$ cat src/rtl/stream_mux_rr.sv
// N-channel valid/ready stream multiplexer with one registered output stage.
// Arbitration is round-robin (MODE 0) or fixed lowest-index priority (MODE 1), with an optional forced select.
module stream_mux_rr #(
  parameter  int N_CH  = 4,
  parameter  int WIDTH = 8,
  parameter  int MODE  = 0,
  localparam int CH_W  = (N_CH > 2) ? $clog2(N_CH) : 1
) (
  input  logic                  clk,
  input  logic                  rst_n,
  input  logic [N_CH-1:0]       in_valid,
  input  logic [N_CH*WIDTH-1:0] in_data,
  output logic [N_CH-1:0]       in_ready,
  input  logic                  force_en,
  input  logic [CH_W-1:0]       force_sel,
  output logic                  out_valid,
  output logic [WIDTH-1:0]      out_data,
  output logic [CH_W-1:0]       out_ch,
  input  logic                  out_ready
);

  logic             out_valid_q, out_valid_d;
  logic [WIDTH-1:0] out_data_q,  out_data_d;
  logic [CH_W-1:0]  out_ch_q,    out_ch_d;
  logic [CH_W-1:0]  rr_ptr_q,    rr_ptr_d;

  logic             load;
  logic             hs;
  logic [N_CH-1:0]  elig;
  logic [N_CH-1:0]  grant;
  logic [CH_W-1:0]  grant_idx;
  logic [WIDTH-1:0] grant_data;
  logic [WIDTH-1:0] chan_data [N_CH];

  for (genvar i = 0; i < N_CH; i++) begin : g_unpack
    assign chan_data[i] = in_data[i*WIDTH +: WIDTH];
  end

  // The output stage can accept a new word when empty or draining this cycle.
  assign load = !out_valid_q || out_ready;

  // NOTE: every combinational output gets a default first so no path infers a latch.
  always_comb begin
    elig = in_valid;
    if (force_en) begin
      for (int i = 0; i < N_CH; i++) begin
        elig[i] = in_valid[i] && (force_sel == CH_W'(i));
      end
    end
  end

  // Scan from the round-robin pointer (or from 0 in priority mode), wrapping at N_CH.
  always_comb begin
    logic         found;
    int           cand;
    logic [CH_W-1:0] idx;
    grant      = '0;
    grant_idx  = '0;
    grant_data = '0;
    found      = 1'b0;
    cand       = 0;
    idx        = '0;
    if (rst_n && load) begin
      for (int k = 0; k < N_CH; k++) begin
        cand = (MODE == 0) ? int'(rr_ptr_q) + k : k;
        if (cand >= N_CH) cand = cand - N_CH;
        idx = CH_W'(cand);
        if (!found && elig[idx]) begin
          found      = 1'b1;
          grant[idx] = 1'b1;
          grant_idx  = idx;
          grant_data = chan_data[idx];
        end
      end
    end
  end

  assign hs       = |grant;
  assign in_ready = grant;

  always_comb begin
    out_valid_d = out_valid_q;
    out_data_d  = out_data_q;
    out_ch_d    = out_ch_q;
    rr_ptr_d    = rr_ptr_q;
    if (load) begin
      out_valid_d = hs;
      if (hs) begin
        out_data_d = grant_data;
        out_ch_d   = grant_idx;
        rr_ptr_d   = (grant_idx == CH_W'(N_CH - 1)) ? '0 : grant_idx + CH_W'(1);
      end
    end
  end

  // NOTE: sequential state uses non-blocking assignments so all registers update together.
  always_ff @(posedge clk or negedge rst_n) begin
    if (!rst_n) begin
      out_valid_q <= 1'b0;
      out_data_q  <= '0;
      out_ch_q    <= '0;
      rr_ptr_q    <= '0;
    end else begin
      out_valid_q <= out_valid_d;
      out_data_q  <= out_data_d;
      out_ch_q    <= out_ch_d;
      rr_ptr_q    <= rr_ptr_d;
    end
  end

  assign out_valid = out_valid_q;
  assign out_data  = out_data_q;
  assign out_ch    = out_ch_q;

endmodule

$ cat config.mk
export PLATFORM = sky130hd
export DESIGN_NAME = stream_mux_rr
export DESIGN_NICKNAME = d
export VERILOG_FILES = /design/src/rtl/stream_mux_rr.sv
export SDC_FILE = /design/constraint.sdc
export NUM_CORES = 1
export LEC_CHECK = 0
export CAP_MARGIN = 20
export CORE_MARGIN = 5
export CORE_UTILIZATION = 50
export CTS_BUF_LIST = sky130_fd_sc_hd__clkbuf_4 sky130_fd_sc_hd__clkbuf_8
export DETAILED_ROUTE_END_ITERATION = 12
export PLACE_DENSITY = 0.82
export SLEW_MARGIN = 40
export SYNTH_ARGS = -nofsm -noshare
export SYNTH_HDL_FRONTEND = slang
export SYNTH_SLANG_ARGS = --single-unit
$ cat constraint.sdc
create_clock -name clk -period 5.6 [get_ports clk]
set_clock_uncertainty 0.2 [all_clocks]
set_input_delay 1.12 -clock clk [delete_from_list [all_inputs] [get_ports clk]]
set_output_delay 1.12 -clock clk [all_outputs]
set_load 0.02 [all_outputs]
Word level (Yosys, flattened, before mapping)
Cells that the tools add are included.
{"block": "word_totals", "reg_bits": 13, "latchBits": 0, "mem_bits_rw": 0, "rom_bits": 0, "output_inout_bits": 15, "memories": 0}
{"block": "classes", "addsub": 8, "n_mul": 0, "div": 0, "order_cmp": 16, "eq_ne": 4, "n_shift": 0, "mux": 62, "n_bitwise": 7, "reduce_logical": 20}
{"op": "8-bit 2-to-1 mux", "n": 13}
{"op": "8-bit binary-select mux with 2-bit select", "n": 4}
{"op": "4-bit 2-to-1 mux", "n": 9}
{"op": "2-bit 2-to-1 mux", "n": 14}
{"op": "3-bit >= comparator, second input constant", "n": 7}
{"op": "1-bit 2-to-1 mux", "n": 14}
{"op": "1-bit logical AND", "n": 12}
{"op": "2-bit by 3-bit less-than comparator with 1-bit output, second input constant", "n": 4}
{"op": "2-bit NOT with 3-bit output", "n": 4}
{"op": "4-bit bitwise OR", "n": 3}
{"op": "1-bit binary-select mux with 2-bit select", "n": 4}
{"op": "1-bit demux with 2-bit select", "n": 4}
{"op": "2-bit by 1-bit >= comparator with 1-bit output, second input constant", "n": 4}
{"op": "2-bit by 1-bit subtractor with 2-bit output, second input constant", "n": 4}
{"op": "2-bit by 2-bit adder with 3-bit output, second input constant", "n": 2}
{"op": "2-bit equality test, second input constant", "n": 3}
{"op": "1-bit zero test", "n": 4}
{"op": "4-bit OR reduction", "n": 1}
{"op": "2-bit by 1-bit adder with 3-bit output, second input constant", "n": 1}
{"op": "2-bit by 3-bit >= comparator with 1-bit output, second input constant", "n": 1}
{"op": "2-bit by 1-bit adder with 2-bit output, second input constant", "n": 1}
{"op": "2-bit by 1-bit equality test with 1-bit output, second input constant", "n": 1}
{"op": "2-bit zero test", "n": 1}
{"op": "2-bit AND reduction", "n": 1}
{"op": "1-bit logical OR", "n": 1}

Longest topological paths before layout
{"block": "logic_depth", "ltp_word": 22, "ltp_mapped": 17}

Worst setup path after synthesis
OpenSTA, ideal clock, no wires.
{"block": "synth_path", "path_type": "register to output", "startpoint": "register rr_ptr_q[0]", "endpoint": "output in_ready[2]", "arrival_time_ns": 3.659, "required_ns": 4.280, "path_slack_ns": 0.621, "path_stages_with_launch": 14, "path_buffers": 6, "cell_sequence": "dfrtp_1 -> buf_6 -> buf_6 -> buf_2 -> buf_2 -> clkbuf_1 -> inv_1 -> ha_1 -> clkbuf_1 -> inv_1 -> or3b_1 -> a21o_1 -> o221ai_2 -> and2_1"}
{"block": "synth_between", "elab_chain_len": 19}
{"item": "start, declared", "line_no": "25", "rtl": "logic [CH_W-1:0] rr_ptr_q, rr_ptr_d;"}
{"item": "start signal, assigned", "line_no": "107", "rtl": "rr_ptr_q <= rr_ptr_d;"}
{"item": "branches (longest 17 deep; another with 2-bit by 1-bit adder with 3-bit output)"}
{"item": "4-bit 2-to-1 mux (*)", "line_no": "68", "rtl": "if (!found && elig[idx]) begin"}
{"item": "4-bit 2-to-1 mux (*)", "line_no": "63", "rtl": "if (rst_n && load) begin"}
{"item": "end, declared", "line_no": "13", "rtl": "output logic [N_CH-1:0] in_ready,"}
Mark *: on every way between the ends. The select of a mux whose other input is x is not followed.

Worst setup path after layout
{"block": "layout_path", "startpoint": "input force_sel[1]", "endpoint": "output in_ready[2]"}
{"block": "layout_between", "elab_chain_len": 19}
{"item": "start, declared", "line_no": "15", "rtl": "input logic [CH_W-1:0] force_sel,"}
{"item": "2-bit by 1-bit equality test with 1-bit output (tied with other cells)", "line_no": "47", "rtl": "elig[i] = in_valid[i] && (force_sel == CH_W'(i));"}
{"item": "1-bit logical AND", "line_no": "47"}
{"item": "4-bit 2-to-1 mux (*)", "line_no": "45", "rtl": "if (force_en) begin"}
{"item": "1-bit binary-select mux with 2-bit select", "line_no": "68"}
{"item": "1-bit 2-to-1 mux (not written as such)", "line_no": "68"}
{"item": "1-bit 2-to-1 mux", "line_no": "68"}
{"item": "1-bit 2-to-1 mux", "line_no": "63"}
{"item": "1-bit zero test", "line_no": "68"}
{"item": "[3 not listed]"}
{"item": "1-bit zero test", "line_no": "68"}
{"item": "1-bit logical AND", "line_no": "68"}
{"item": "1-bit 2-to-1 mux", "line_no": "68"}
{"item": "1-bit 2-to-1 mux", "line_no": "63"}
{"item": "1-bit zero test", "line_no": "68"}
{"item": "1-bit logical AND", "line_no": "68"}
{"item": "4-bit 2-to-1 mux (*)", "line_no": "68"}
{"item": "4-bit 2-to-1 mux (*)", "line_no": "63"}
Mark *: on every way between the ends. The rest lies on a longest branch, timed or not. The select of a mux whose other input is x is not followed.

==> impl_metrics.env <==
export IMPL_grt_use_met2=0.3250
export IMPL_drc_errors=0
export IMPL_required_ps=4280
export IMPL_fp_row_count=23
export IMPL_fin_ws_ps=273.3
export IMPL_slew_headroom=0.4744
export IMPL_crit_chain="clkdlybuf4s50_1, or4bb_1, o211ai_1, or3b_1, a21o_1, o221ai_2, and2_1, clkdlybuf4s50_1"
export IMPL_post_cts_resize_count=0
export IMPL_cp_common_cell="clkdlybuf4s50_1"
export IMPL_path_depth=8
export IMPL_syn_area_um2=2125
export IMPL_intPower_mw=0.7001
export IMPL_timing_final_crit_share=0.9512
export IMPL_synthArstFlopShare=1.000
export IMPL_seq_power_share=0.137
export IMPL_wl_per_cell_um=17.09
export IMPL_cp_slowest_cell="clkdlybuf4s50_1"
export IMPL_cts_setup_buffers=0
export IMPL_p_per_area_nw_per_um2=461.3
export IMPL_yosysTopAreaCellShare=0.2120
export IMPL_place_ws_ps=280.3
export IMPL_yosys_area_top_type="mux4_2"
export IMPL_ys_ff_latch=13
export IMPL_die_h_um=75.19
export IMPL_clk_latency_ps=240
export IMPL_total_power_mw=1.276
export IMPL_synth_nets=261
export IMPL_dieWidth_um=75.19
export IMPL_cts_buffer_depth=2
export IMPL_antenna_found_initial=0
export IMPL_start_util=0.5236
export IMPL_routabilityCongestion=0.8293
export IMPL_power_net_switching_mw=0.5754
export IMPL_top_usage_layer="met2"
export IMPL_final_hold_viol_count=0
export IMPL_swShare=0.4511
export IMPL_crit_fanout=8
export IMPL_comb_power_share=0.794
export IMPL_cp_arrival_ps=4010
export IMPL_worstSetupStartpointType="input port"
export IMPL_final_cell_mix="clkdlybuf4s50_1, mux2i_1, mux4_2"
export IMPL_finalNetCount=313
export IMPL_die_area_um2=5653
export IMPL_fmax_ghz=0.1877
export IMPL_num_antenna_cells=0
export IMPL_nFillCells=323
export IMPL_vias=1957
export IMPL_hp_class="reg2reg"
export IMPL_vdd_drop_max_v=0.0002343
export IMPL_cts_root_buffer="clkbuf_8"
export IMPL_drive_gt1_frac=0.1908
export IMPL_instances_no_fill=312
export IMPL_grt_usage=0.1946
export IMPL_grt_first_pass_wirelength_um=8742
export IMPL_synth_flop_cell="dfrtp_1"
export IMPL_finalSetupViolations=0
export IMPL_synth_area_leaders="mux4_2, dfrtp_1, mux2i_1"
export IMPL_ys_seq_area_frac=0.1531
export IMPL_routed_wl_um=5331
export IMPL_path_delay_family="simple AND/OR/NAND/NOR gates"
export IMPL_use_met1=0.2704
export IMPL_post_dp_hpwl_um=4201
export IMPL_drt_iter0_markers=110
export IMPL_cap_violations=0
export IMPL_path_class="in2out"
export IMPL_synthCells=211
export IMPL_ys_types=51
export IMPL_crit_path_max_incr_delay_ps=600
export IMPL_worstHoldPathCells=2
export IMPL_cts_made_buffers=3
export IMPL_fin_util=0.6815
export IMPL_cts_tree="built"
export IMPL_status="finished, final reports clean"
export IMPL_via_per_inst=6.272
export IMPL_tightest_slew_ps=788.4
export IMPL_first_pass_iters=4
export IMPL_critPathBufInv=2
export IMPL_grt_pass1_vias=1874
export IMPL_final_common_cell="clkdlybuf4s50_1"
export IMPL_final_max_slew_violation_count=0
export IMPL_p_clk_frac=0.068
export IMPL_ctsHoldBuffers=0
export IMPL_grt_setup_unrepaired="no"
export IMPL_p_leak_nw=1.131
export IMPL_area_growth_synth_to_final_pct=30.15
export IMPL_cp_end_kind="primary output"
export IMPL_synth_warning_count=0
export IMPL_cts_max_level=1
export IMPL_place_inst=308
export IMPL_cts_sinks=13
export IMPL_ant_nets=0
export IMPL_groute_layer_met3_usage=0.009346
export IMPL_syn_area_per_cell_um2=10.07
export IMPL_fin_setup_tns_ps=0
export IMPL_finalCriticalPeriod_ps=5327
export IMPL_clkTransAtPathRegs_ps=50
export IMPL_core_area_um2=4058
export IMPL_synth_edf_count=0
export IMPL_io_buffers=56
export IMPL_r2r_cells=10
export IMPL_ios=57
export IMPL_overflow=0
export IMPL_grt_start_max_net_pins=31
## registers in the layout (all words and copies together) (netlist names)
| register | cells |
|---|---|
| out_ch | 2 |
| out_data | 8 |
| out_valid | 1 |
| rr_ptr_q | 2 |
## routing by layer
| layer | up-vias | share of wire |
|---|---|---|
| met3 | 6 | 0.065 |
| li1 | 946 | - |
| met5 | - | 0 |
| met2 | 69 | 0.50 |
| met4 | 0 | 0.0096 |
| met1 | 936 | 0.43 |
## power by group through the flow
stage                     registers (mW)  clock network, mW  logic [mW]
after CTS                          0.176             0.0898        1.01
after global routing               0.183             0.0913        1.10
after detailed placement           0.177                  0        1.01
after floorplan                    0.179                  0       0.768
after global placement             0.174                  0       0.996
final                              0.175             0.0874        1.01
## cell type report
class / count / area [um^2] / area share
inverters: 12 / 45.04 / 0.01629
well taps: 50 / 62.56 / 0.02262
flip-flops and latches: 13 / 326.6 / 0.1181
repair buffers: 64 / 620.6 / 0.2244
multi-input cells: 169 / 1662 / 0.6009
clock buffers: 4 / 48.80 / 0.01765
## stage by stage
step	cell area, um^2	hold WS, ps
5_1_grt	2765	316.1
3_5_place_dp	2716	287.6
4_1_cts	2765	299.8
2_1_floorplan	2125	398.7
3_3_place_gp	2716	273.9
6_report	2765	296.9
## cells by family (layout without fill, tap and decap cells)
family,after synthesis,count (layout),synth area share
AO/OA/AOI/OAI,59,59,0.2250
adder cells (fa/ha/maj),8,8,0.04712
buffers and inverters,29,80,0.06478
flip-flops,13,13,0.1531
multiplexers,52,52,0.3716
AND/OR/NAND/NOR,50,50,0.1384
## Yosys cell counts, types with 3 or more instances
| cell type | instances |
|---|---|
| mux2_2 | 7 |
| a211oi_1 | 9 |
| buf_6 | 3 |
| o221ai_1 | 4 |
| mux4_2 | 20 |
| nand2_1 | 15 |
| o21ai_0 | 8 |
| a31oi_1 | 4 |
| inv_1 | 12 |
| nand4b_1 | 3 |
| o211ai_1 | 7 |
| nor2_1 | 7 |
| ha_1 | 8 |
| dfrtp_1 | 13 |
| mux2i_1 | 23 |
| and2_1 | 4 |
| clkbuf_1 | 11 |
| nor2b_1 | 3 |
| a211o_1 | 3 |
| o22ai_1 | 3 |
| a22o_1 | 4 |
## final timing paths
check                      slack (ps)                     from                      end
max reg2reg                      1660  rr_ptr_q[0]$_DFFE_PN0P_  rr_ptr_q[1]$_DFFE_PN0P_
max in group asynchronous        4030                    rst_n  rr_ptr_q[0]$_DFFE_PN0P_
min in group asynchronous        1000                    rst_n  rr_ptr_q[0]$_DFFE_PN0P_
min reg2reg                       300    out_valid$_DFFE_PN0N_    out_valid$_DFFE_PN0N_
min                               300    out_valid$_DFFE_PN0N_    out_valid$_DFFE_PN0N_
max                               270             force_sel[1]              in_ready[2]
## tightest hold or removal path: stages (launching register included)
cell	delay (ps)
dfrtp_1	330
nand2b_1	70
nand2_1	60
Note: power is estimated with default switching activity, not from simulation.
==> patch (same flow settings) <==
`N_CH`: 4 -> 2.
--- a/src/rtl/stream_mux_rr.sv
+++ b/src/rtl/stream_mux_rr.sv
@@ -2,5 +2,5 @@
 // Arbitration is round-robin (MODE 0) or fixed lowest-index priority (MODE 1), with an optional forced select.
 module stream_mux_rr #(
-  parameter  int N_CH  = 4,
+  parameter  int N_CH  = 2,
   parameter  int WIDTH = 8,
   parameter  int MODE  = 0,
Ports: changed (5 resized); port bits go from 57 to 35. The function was not compared with the original's and may differ.
==> patch against the unedited design <==
Via count shrank 54%; total power down 73%; hold slack improved by 0.019 ns; sequential cell count fell by 2; synthesized area down 62%; cell area decreased by 57%; worst setup slack better by 1.2 ns; clock power shrank 30%; count of clock-buffer cells in the layout is the same; non-clock buffer count down 29; first-iteration DRC count fell by 69%; wire length fell by 57%.
==> patch: results (changes against the unedited design) <==
Outcome
  – Outcome: completed

Critical path
  – Worst reg2reg endpoint: out_data[3]$_DFFE_PN0P_
  – Kind of cell adding the most delay to the critical path: buffers and inverters
  – Setup crit end: in_ready[0]
  – Reg2reg path depth: 4 (-6)
  – Origin of the worst setup path: rst_n

Route
  – Metal3 WL: 196 µm (-44%)
  – Detail Route met2 WL: 1.20 mm (-55%)
  – Drt wl/cell: 16.4 µm (-3.8%)
  – Via density: 6.36 (+1.4%)
  – Detailed router's first-iteration violation count: 34 (-69%)
  – Metal-1 WL: 914 µm (-60%)

Yosys
  – Mapped Cells: 93 (-56%)
  – Fraction of the yosys area taken by sequential cells: 33.7% (+18 points)
  – Number of distinct library cells after synthesis: 30 (-41%)
  – Area contributors post-synth: dfrtp_1, nor2b_1, a221oi_1, a211oi_1, o31ai_1
  – Nets in the synthesized netlist: 116 (-56%)

GRT
  – Met3 track utilization from global routing: 4.44% (+3.5 points)
  – Number of global-route vias before repair: 923 (-51%)
  – Overall track demand over capacity in global routing: 19.9% (+0.47 points)
  – Met2 global-route usage: 33.3% (+0.77 points)
  – Met1 layer usage reported by global route: 24.9% (-2.2 points)

STA
  – Ratio of final minimum period to clock period: 73.5% (-22 points)
  – Worst Hold Slack: 0.316 ns (+0.0188 ns)

Power and ir drop
  – Power dissipated in the clock network: 0.0615 mW (-30%)
  – Sw power: 0.127 mW (-78%)
  – Internal Power: 0.212 mW (-70%)
  – Worst IR Drop VDD: 0.195 mV (-17%)
  – Sequential power: 0.124 mW (-29%)

Hold path
  – Worst Hold Launch: out_ch$_DFFE_PN0P_
  – Endpoint with the worst hold slack: out_ch$_DFFE_PN0P_
  – Cell depth of the worst min-delay path: 1 (-1)

Clock network
  – Clock Root Buffer: clkbuf_4

Cells and area
  – Proportion of layout cells with a drive suffix above 1: 8.00% (-11 points)
  – Post-layout instance count excluding filler cells: 141 (-55%)
  – Final net count: 149 (-52%)

Place
  – Number of port buffers: 34 (-39%)
  – Global placer's final weighted congestion: 0.802 (-3.3%)
  – Placed cell area: 1150 µm² (-58%)
patch: cell count changes after synthesis, sizes merged, moves of 5 or more:
cell	delta
nor2b	+11
a221oi	+7
ha	-8
mux2	-7
nand2	-11
o31ai	+7
mux2i	-21
nor2	-6
o211ai	-6
mux4	-20
inv	-9
clkbuf	-9
o221ai	-5
patch: logic make-up (layout without fill, tap and decap cells):
| family | after synthesis | in the layout | share of synthesized area (%) |
|---|---|---|---|
| AND/OR/NAND/NOR | 28 | 28 | 19.4 |
| multiplexers | 4 | 4 | 5.67 |
| flip-flops | 11 | 11 | 33.7 |
| AO/OA/AOI/OAI | 39 | 39 | 34.2 |
| buffers and inverters | 10 | 42 | 5.97 |
| XOR/XNOR | 1 | 1 | 1.07 |
patch: area by class of cell:
type	instances	area, µm²
fill	120	345
inverter	3	11.3
sequential	11	277
multi-input combinational	72	493
tap	16	20.0
clock buffer	4	30.0
timing repair buffer	35	348
